File: src/rtl/kalman_mc_fx.sv
// Multi-channel fixed-point scalar Kalman filter: one time-shared datapath
// (load, predict, restoring divide, update) serving CH_NUM independent X/P states.

module kalman_mc_ch #(
  parameter int XW     = 17,
  parameter int P_W    = 24,
  parameter int P_INIT = 256
)(
  input  logic           clk_50M,
  input  logic           Rst,
  input  logic           clr,
  input  logic           wr,
  input  logic [XW-1:0]  wr_x,
  input  logic [P_W-1:0] wr_p,
  output logic [XW-1:0]  x,
  output logic [P_W-1:0] p
);
  // A clear on the same edge as a writeback wins.
  always_ff @(posedge clk_50M or posedge Rst) begin
    if (Rst) begin
      x <= '0;
      p <= P_W'(P_INIT);
    end else if (clr) begin
      x <= '0;
      p <= P_W'(P_INIT);
    end else if (wr) begin
      x <= wr_x;
      p <= wr_p;
    end
  end
endmodule

module kalman_mc_fx #(
  parameter int DATA_W = 9,
  parameter int FRAC_W = 8,
  parameter int CH_NUM = 4,
  parameter int P_W    = 24,
  parameter int P_INIT = 256,
  parameter int CH_W   = (CH_NUM > 1) ? $clog2(CH_NUM) : 1
)(
  input  logic                     clk_50M,
  input  logic                     Rst,
  input  logic                     i_valid,
  output logic                     i_ready,
  input  logic [CH_W-1:0]          i_ch,
  input  logic [DATA_W-1:0]        i_data,
  input  logic [P_W-1:0]           i_q_err,
  input  logic [P_W-1:0]           i_r_err,
  input  logic                     i_clr,
  input  logic [CH_W-1:0]          i_clr_ch,
  output logic                     o_valid,
  output logic [CH_W-1:0]          o_ch,
  output logic [DATA_W-1:0]        o_x,
  output logic [DATA_W+FRAC_W-1:0] o_x_full,
  output logic [FRAC_W:0]          o_kg,
  output logic [P_W-1:0]           o_p
);
  localparam int XW = DATA_W + FRAC_W;
  localparam int KW = FRAC_W + 1;
  localparam int DW = P_W + 1;
  localparam int RW = P_W + 2;
  localparam int SW = XW + KW + 3;
  localparam int CW = $clog2(KW);

  typedef enum logic [2:0] {S_IDLE, S_LOAD, S_PRED, S_DIV, S_UPD, S_OUT} state_t;

  typedef struct packed {
    logic [CH_W-1:0]   ch;
    logic [DATA_W-1:0] z;
    logic [P_W-1:0]    q;
    logic [P_W-1:0]    r;
  } req_t;

  state_t                  state;
  req_t                    req;
  logic [CH_W-1:0]         in_ch, clr_ch;
  logic [XW-1:0]           x_r;
  logic [P_W-1:0]          p_r, p_pred;
  logic [DW-1:0]           d_r;
  logic [RW-1:0]           rem;
  logic [KW-1:0]           quo, kg_r;
  logic [CW-1:0]           cnt;
  logic                    kg_one, upd_ph, clr_hit;
  logic signed [SW-1:0]    prod_x;
  logic [P_W+KW-1:0]       prod_p;

  logic [CH_NUM-1:0][XW-1:0]  ch_x;
  logic [CH_NUM-1:0][P_W-1:0] ch_p;

  // Out-of-range channel numbers fold onto the last channel.
  generate
    if ((1 << CH_W) > CH_NUM) begin : g_clamp
      assign in_ch  = (i_ch > CH_W'(CH_NUM-1)) ? CH_W'(CH_NUM-1) : i_ch;
      assign clr_ch = (i_clr_ch > CH_W'(CH_NUM-1)) ? CH_W'(CH_NUM-1) : i_clr_ch;
    end else begin : g_noclamp
      assign in_ch  = i_ch;
      assign clr_ch = i_clr_ch;
    end
  endgenerate

  generate
    for (genvar c = 0; c < CH_NUM; c++) begin : g_ch
      kalman_mc_ch #(.XW(XW), .P_W(P_W), .P_INIT(P_INIT)) u_ch (
        .clk_50M (clk_50M),
        .Rst     (Rst),
        .clr     (i_clr && (clr_ch == CH_W'(c))),
        .wr      ((state == S_OUT) && !clr_hit && (req.ch == CH_W'(c))),
        .wr_x    (o_x_full),
        .wr_p    (o_p),
        .x       (ch_x[c]),
        .p       (ch_p[c])
      );
    end
  endgenerate

  logic [P_W:0]          p_sum;
  logic [P_W-1:0]        p_pred_c;
  logic [DW-1:0]         d_c;
  logic                  rem_ge;
  logic [RW-1:0]         rem_nx, rem_sh;
  logic [KW-1:0]         kg_c;
  logic signed [XW+1:0]  diff;
  logic signed [SW-1:0]  kg_s, diff_s, prod_x_c, x_sum;
  logic [P_W+KW-1:0]     prod_p_c;
  logic [XW-1:0]         x_new;
  logic [XW:0]           x_rnd;
  logic [DATA_W:0]       x_int;
  logic [DATA_W-1:0]     x_out;
  logic                  unused_bits;

  always_comb begin
    p_sum    = {1'b0, p_r} + {1'b0, req.q};
    p_pred_c = p_sum[P_W] ? {P_W{1'b1}} : p_sum[P_W-1:0];
    d_c      = {1'b0, p_pred_c} + {1'b0, req.r};

    rem_ge = rem >= {1'b0, d_r};
    rem_nx = rem_ge ? rem - {1'b0, d_r} : rem;
    rem_sh = {rem_nx[RW-2:0], 1'b0};

    kg_c     = kg_one ? KW'(1 << FRAC_W) : quo;
    diff     = $signed({2'b0, req.z, {FRAC_W{1'b0}}}) - $signed({2'b0, x_r});
    kg_s     = SW'($signed({1'b0, kg_c}));
    diff_s   = SW'(diff);
    prod_x_c = kg_s * diff_s;
    prod_p_c = (P_W+KW)'(KW'(1 << FRAC_W) - kg_c) * (P_W+KW)'(p_pred);

    // Floor shift of the correction, then clamp to the unsigned X range.
    x_sum = $signed({{(SW-XW){1'b0}}, x_r}) + (prod_x >>> FRAC_W);
    if (x_sum[SW-1])
      x_new = '0;
    else if (|x_sum[SW-2:XW])
      x_new = {XW{1'b1}};
    else
      x_new = x_sum[XW-1:0];

    x_rnd = {1'b0, x_new} + (XW+1)'(1 << (FRAC_W-1));
    x_int = x_rnd[XW:FRAC_W];
    x_out = x_int[DATA_W] ? {DATA_W{1'b1}} : x_int[DATA_W-1:0];

    unused_bits = ^{rem_nx[RW-1], x_rnd[FRAC_W-1:0],
                    prod_p[FRAC_W-1:0], prod_p[P_W+KW-1:P_W+FRAC_W]};
  end

  always_ff @(posedge clk_50M or posedge Rst) begin
    if (Rst) begin
      state    <= S_IDLE;
      req      <= '0;
      i_ready  <= 1'b1;
      x_r      <= '0;
      p_r      <= '0;
      p_pred   <= '0;
      d_r      <= '0;
      rem      <= '0;
      quo      <= '0;
      cnt      <= '0;
      kg_one   <= 1'b0;
      upd_ph   <= 1'b0;
      kg_r     <= '0;
      prod_x   <= '0;
      prod_p   <= '0;
      clr_hit  <= 1'b0;
      o_valid  <= 1'b0;
      o_ch     <= '0;
      o_x      <= '0;
      o_x_full <= '0;
      o_kg     <= '0;
      o_p      <= '0;
    end else begin
      o_valid <= 1'b0;
      // A clear of the in-flight channel cancels this sample's writeback.
      if (state != S_IDLE && i_clr && clr_ch == req.ch)
        clr_hit <= 1'b1;
      case (state)
        S_IDLE: if (i_valid) begin
          req.ch  <= in_ch;
          req.z   <= i_data;
          req.q   <= i_q_err;
          req.r   <= i_r_err;
          clr_hit <= 1'b0;
          i_ready <= 1'b0;
          state   <= S_LOAD;
        end
        S_LOAD: begin
          x_r   <= ch_x[req.ch];
          p_r   <= ch_p[req.ch];
          state <= S_PRED;
        end
        S_PRED: begin
          p_pred <= p_pred_c;
          d_r    <= d_c;
          rem    <= {2'b0, p_pred_c};
          quo    <= '0;
          cnt    <= '0;
          kg_one <= (d_c == '0) || (req.r == '0);
          state  <= S_DIV;
        end
        S_DIV: begin
          rem <= rem_sh;
          quo <= {quo[KW-2:0], rem_ge};
          cnt <= cnt + 1'b1;
          if (cnt == CW'(KW-1)) begin
            upd_ph <= 1'b0;
            state  <= S_UPD;
          end
        end
        S_UPD: if (!upd_ph) begin
          prod_x <= prod_x_c;
          prod_p <= prod_p_c;
          kg_r   <= kg_c;
          upd_ph <= 1'b1;
        end else begin
          o_valid  <= 1'b1;
          o_ch     <= req.ch;
          o_x      <= x_out;
          o_x_full <= x_new;
          o_kg     <= kg_r;
          o_p      <= prod_p[FRAC_W +: P_W];
          state    <= S_OUT;
        end
        S_OUT: begin
          i_ready <= 1'b1;
          state   <= S_IDLE;
        end
        default: state <= S_IDLE;
      endcase
    end
  end
endmodule

File: config.mk
export PLATFORM = sky130hd
export DESIGN_NAME = kalman_mc_fx
export DESIGN_NICKNAME = d
export VERILOG_FILES = /design/src/rtl/kalman_mc_fx.sv
export SDC_FILE = /design/constraint.sdc
export NUM_CORES = 2
export LEC_CHECK = 0
export BUFFER_PORTS_ARGS = -buffer_cell sky130_fd_sc_hd__buf_2
export CORE_ASPECT_RATIO = 1.5
export CORE_MARGIN = 2
export CORE_UTILIZATION = 35
export DETAILED_ROUTE_END_ITERATION = 8
export MAX_ROUTING_LAYER = met4
export PLACE_DENSITY = 0.51
export SYNTH_ARGS = -nofsm -noshare
export SYNTH_HDL_FRONTEND = slang
export SYNTH_SLANG_ARGS = --single-unit
File: constraint.sdc
create_clock -name clk_50M -period 22.1 [get_ports clk_50M]
set_clock_uncertainty 0.1 [all_clocks]
set_input_delay 4.42 -clock clk_50M [delete_from_list [all_inputs] [get_ports clk_50M]]
set_output_delay 4.42 -clock clk_50M [all_outputs]
set_load 0.005 [all_outputs]
==> flow_metrics.env <==
export IMPL_outcome="complete, no violations"
export IMPL_yosysWarnings=0
export IMPL_setup_slack_ps=13490
export IMPL_period_minus_slack_ps=8610
export IMPL_io_buffers=127
export IMPL_grt_pass1_wl_um=179000
export IMPL_synth_compound_area_frac=0.110
export IMPL_pin_count=128
export IMPL_yosysSeqAreaShare=0.318
export IMPL_cap_viol_max_count=0
export IMPL_place_gp_congestion=0.878
export IMPL_synthSimpleGateAreaFrac=0.166
export IMPL_fin_crit_sh=0.390
export IMPL_synth_xor_area_frac=0.0375
export IMPL_cts_tree="yes"
export IMPL_synth_edf_count=0
export IMPL_fmaxAchievable_mhz=116
export IMPL_min_from="prod_p[8]"
export IMPL_vias=28500
export IMPL_clk_path_buf_depth=3
export IMPL_min_delay_path_depth=2
export IMPL_cts_hold_buf=0
export IMPL_postSynthRegisterBits=474
export IMPL_h_tree_depth=2
export IMPL_tightest_slew_ps=1230
export IMPL_drive_above_1_share=0.113
export IMPL_ctsResizeCount=0
export IMPL_fin_tns_setup_ps=0
export IMPL_synthMuxAreaShare=0.0555
export IMPL_synth_area_um2=37400
export IMPL_hpwl_um=84400
export IMPL_multi_input_area_um2=23100
export IMPL_fin_area_um2=41400
export IMPL_initial_core_util=0.353
export IMPL_dr_pass1_iters=5
export IMPL_async_flop_share=1.00
export IMPL_syn_avg_cell_area_um2=9.14
export IMPL_cp_end_kind="flip-flop"
export IMPL_postSynthNetCount=4706
export IMPL_synth_fa_ha_area_frac=0.248
export IMPL_synth_top_family_by_area="adder cells"
export IMPL_drtIter0Drc=1518
export IMPL_clkSlewWorstSetupHoldPaths_ps=60
export IMPL_wire_per_inst_um=20.6
export IMPL_arrival_ps=8980
export IMPL_reg2reg_slack_ps=13490
export IMPL_ant_nets=0
export IMPL_syn2layout_area_growth_pct=10.9
export IMPL_slew_headroom=0.178
export IMPL_critical_path_class="reg2reg"
export IMPL_rsz0062_at_grt="no"
export IMPL_overflow=0
export IMPL_antenna_cells=0
export IMPL_cts_buffers=55
export IMPL_grt_max_degree=136
export IMPL_fp_coreArea_um2=106000
export IMPL_die_area_um2=109000
export IMPL_seqCellArea_um2=11900
export IMPL_timing_rr_end="prod_p[27]"
export IMPL_stdcell_count=5575
export IMPL_grt_pass1_vias=29700
export IMPL_r2r_worst_path_cells=25
export IMPL_preCtsSetupSlack_ps=13550
export IMPL_synth_ff_type="dfrtp_1"
export IMPL_drv_slew=0
export IMPL_totalWireLength_um=115000
export IMPL_hold_end="o_p[0]"
export IMPL_vias_per_cell=5.11
export IMPL_clock_root_buffer="clkbuf_16"
export IMPL_cts_sinks=474
export IMPL_hold_viol=0
export IMPL_nets=4739
export IMPL_die_h_um=404
export IMPL_final_common_cell="nand2_1"
export IMPL_path_max_fanout=24
export IMPL_hp_class="reg2reg"
export IMPL_setup_viol=0
export IMPL_post_dp_cell_area_um2=39500
export IMPL_placementRows=146
export IMPL_setup_worst_path_start_class="flip-flop"
export IMPL_dp_cells=5471
export IMPL_crit_required_ps=22470
export IMPL_rr_startpoint="kg_one"
export IMPL_grt_util_all_layers=0.219
export IMPL_insertion_delay_ps=650
export IMPL_yosysUniqueCellTypes=88
export IMPL_post_route_drc_count=0
export IMPL_synthCells=4089
export IMPL_antenna_found_initial=0
export IMPL_final_cell_mix="877 x nand2_1, 467 x dfrtp_1, 456 x inv_1, 313 x fa_1, 273 x a21oi_1"
export IMPL_nFillCells=10600
export IMPL_die_x_um=271
export IMPL_post_cts_setup_buffer_count=0
## final cells by class
cell class / instances / share of cell area
flip-flops and latches: 474 / 0.286
well taps: 1406 / 0.0425
multi-input cells: 2960 / 0.558
inverters: 460 / 0.0418
clock buffers: 77 / 0.0381
clock inverters: 27 / 0.00972
repair buffers: 171 / 0.0236
## sequential cells by signal (all words and copies together) (netlist names), 2 cells and up
signal	count
cnt	4
req	59
o_x_full	17
state	3
g_ch.u_ch.p	96
d_r	25
quo	9
o_p	24
rem	26
p_r	24
o_x	9
prod_x	20
o_ch	2
kg_r	9
o_kg	9
prod_p	24
p_pred	24
x_r	17
g_ch.u_ch.x	68
## per-stage QoR
| stage | hold WS [ps] | utilization |
|---|---|---|
| CTS | 336 | 0.392 |
| detailed placement | 357 | 0.373 |
| global placement | 355 | 0.373 |
| finish | 331 | 0.392 |
| floorplan | 333 | - |
| global route | 371 | 0.392 |
## synthesized netlist by cell type, drive strengths merged, types with 9 or more instances
library cell	number	area [um^2]
nor4	9	56.3
nand3	33	170
o21ai	192	968
xnor2	89	787
a21o	39	293
or2	23	144
and3	31	194
o211ai	14	105
mux4	41	923
o31ai	14	124
dfrtp	469	11700
o21a	14	105
clkbuf	172	647
a211o	9	78.8
a31oi	26	163
o221ai	13	114
fa	313	6270
nand4	13	87.6
inv	458	1720
nand2	879	3300
buf	23	88.8
nand2b	21	131
a21oi	276	1390
o21bai	10	75.1
nor2b	35	221
a211oi	15	118
mux2	95	1070
ha	239	2990
nor3	33	165
and2	105	657
xor2	70	613
nor2	205	769
## layer usage
metal,GRT usage,share of wire,up-vias
met5,-,0,-
met4,0.0834,0.042,0
met3,0.0177,0.033,180
met2,0.401,0.54,588
met1,0.248,0.39,14400
li1,-,-,13400
## critical path, stage by stage, from the launching register on
cell and delay [ps]:
dfrtp_1 620, nor2b_2 1050, or4_1 270, nor2_1 70
a21o_1 180, buf_4 230, or2_2 330, fa_1 510
fa_1 550, inv_1 80, fa_1 530, fa_1 560
inv_1 60, fa_1 540, inv_1 40, ha_1 340
a21o_1 180, a21oi_1 220, o211a_1 180, o21ai_0 170
a221oi_2 490, o211ai_1 210, and3_1 210, or2_2 290
a211oi_1 300, o31ai_1 110
## worst max path at each step
| stage | start | end | slack, ps | cells after the start |
|---|---|---|---|---|
| finish | kg_one | prod_p[27] | 13490 | 25 |
| global placement | kg_one | prod_p[27] | 13630 | 25 |
| CTS | kg_one | prod_p[27] | 13510 | 25 |
| global route | kg_one | prod_p[27] | 13110 | 25 |
| detailed placement | kg_one | prod_p[27] | 13550 | 25 |
| floorplan | Rst | clr_hit | 4370 | 1 |
## cells by family after synthesis
kind of cell             after synthesis
buffers and inverters                655
AND/OR/NAND/NOR                     1425
multiplexers                         144
adder cells (fa/ha/maj)              552
flip-flops                           474
AO/OA/AOI/OAI                        680
XOR/XNOR                             159
Power is not shown: default switching activity piles up to over one toggle a cycle in this logic, so the estimate is an artifact.
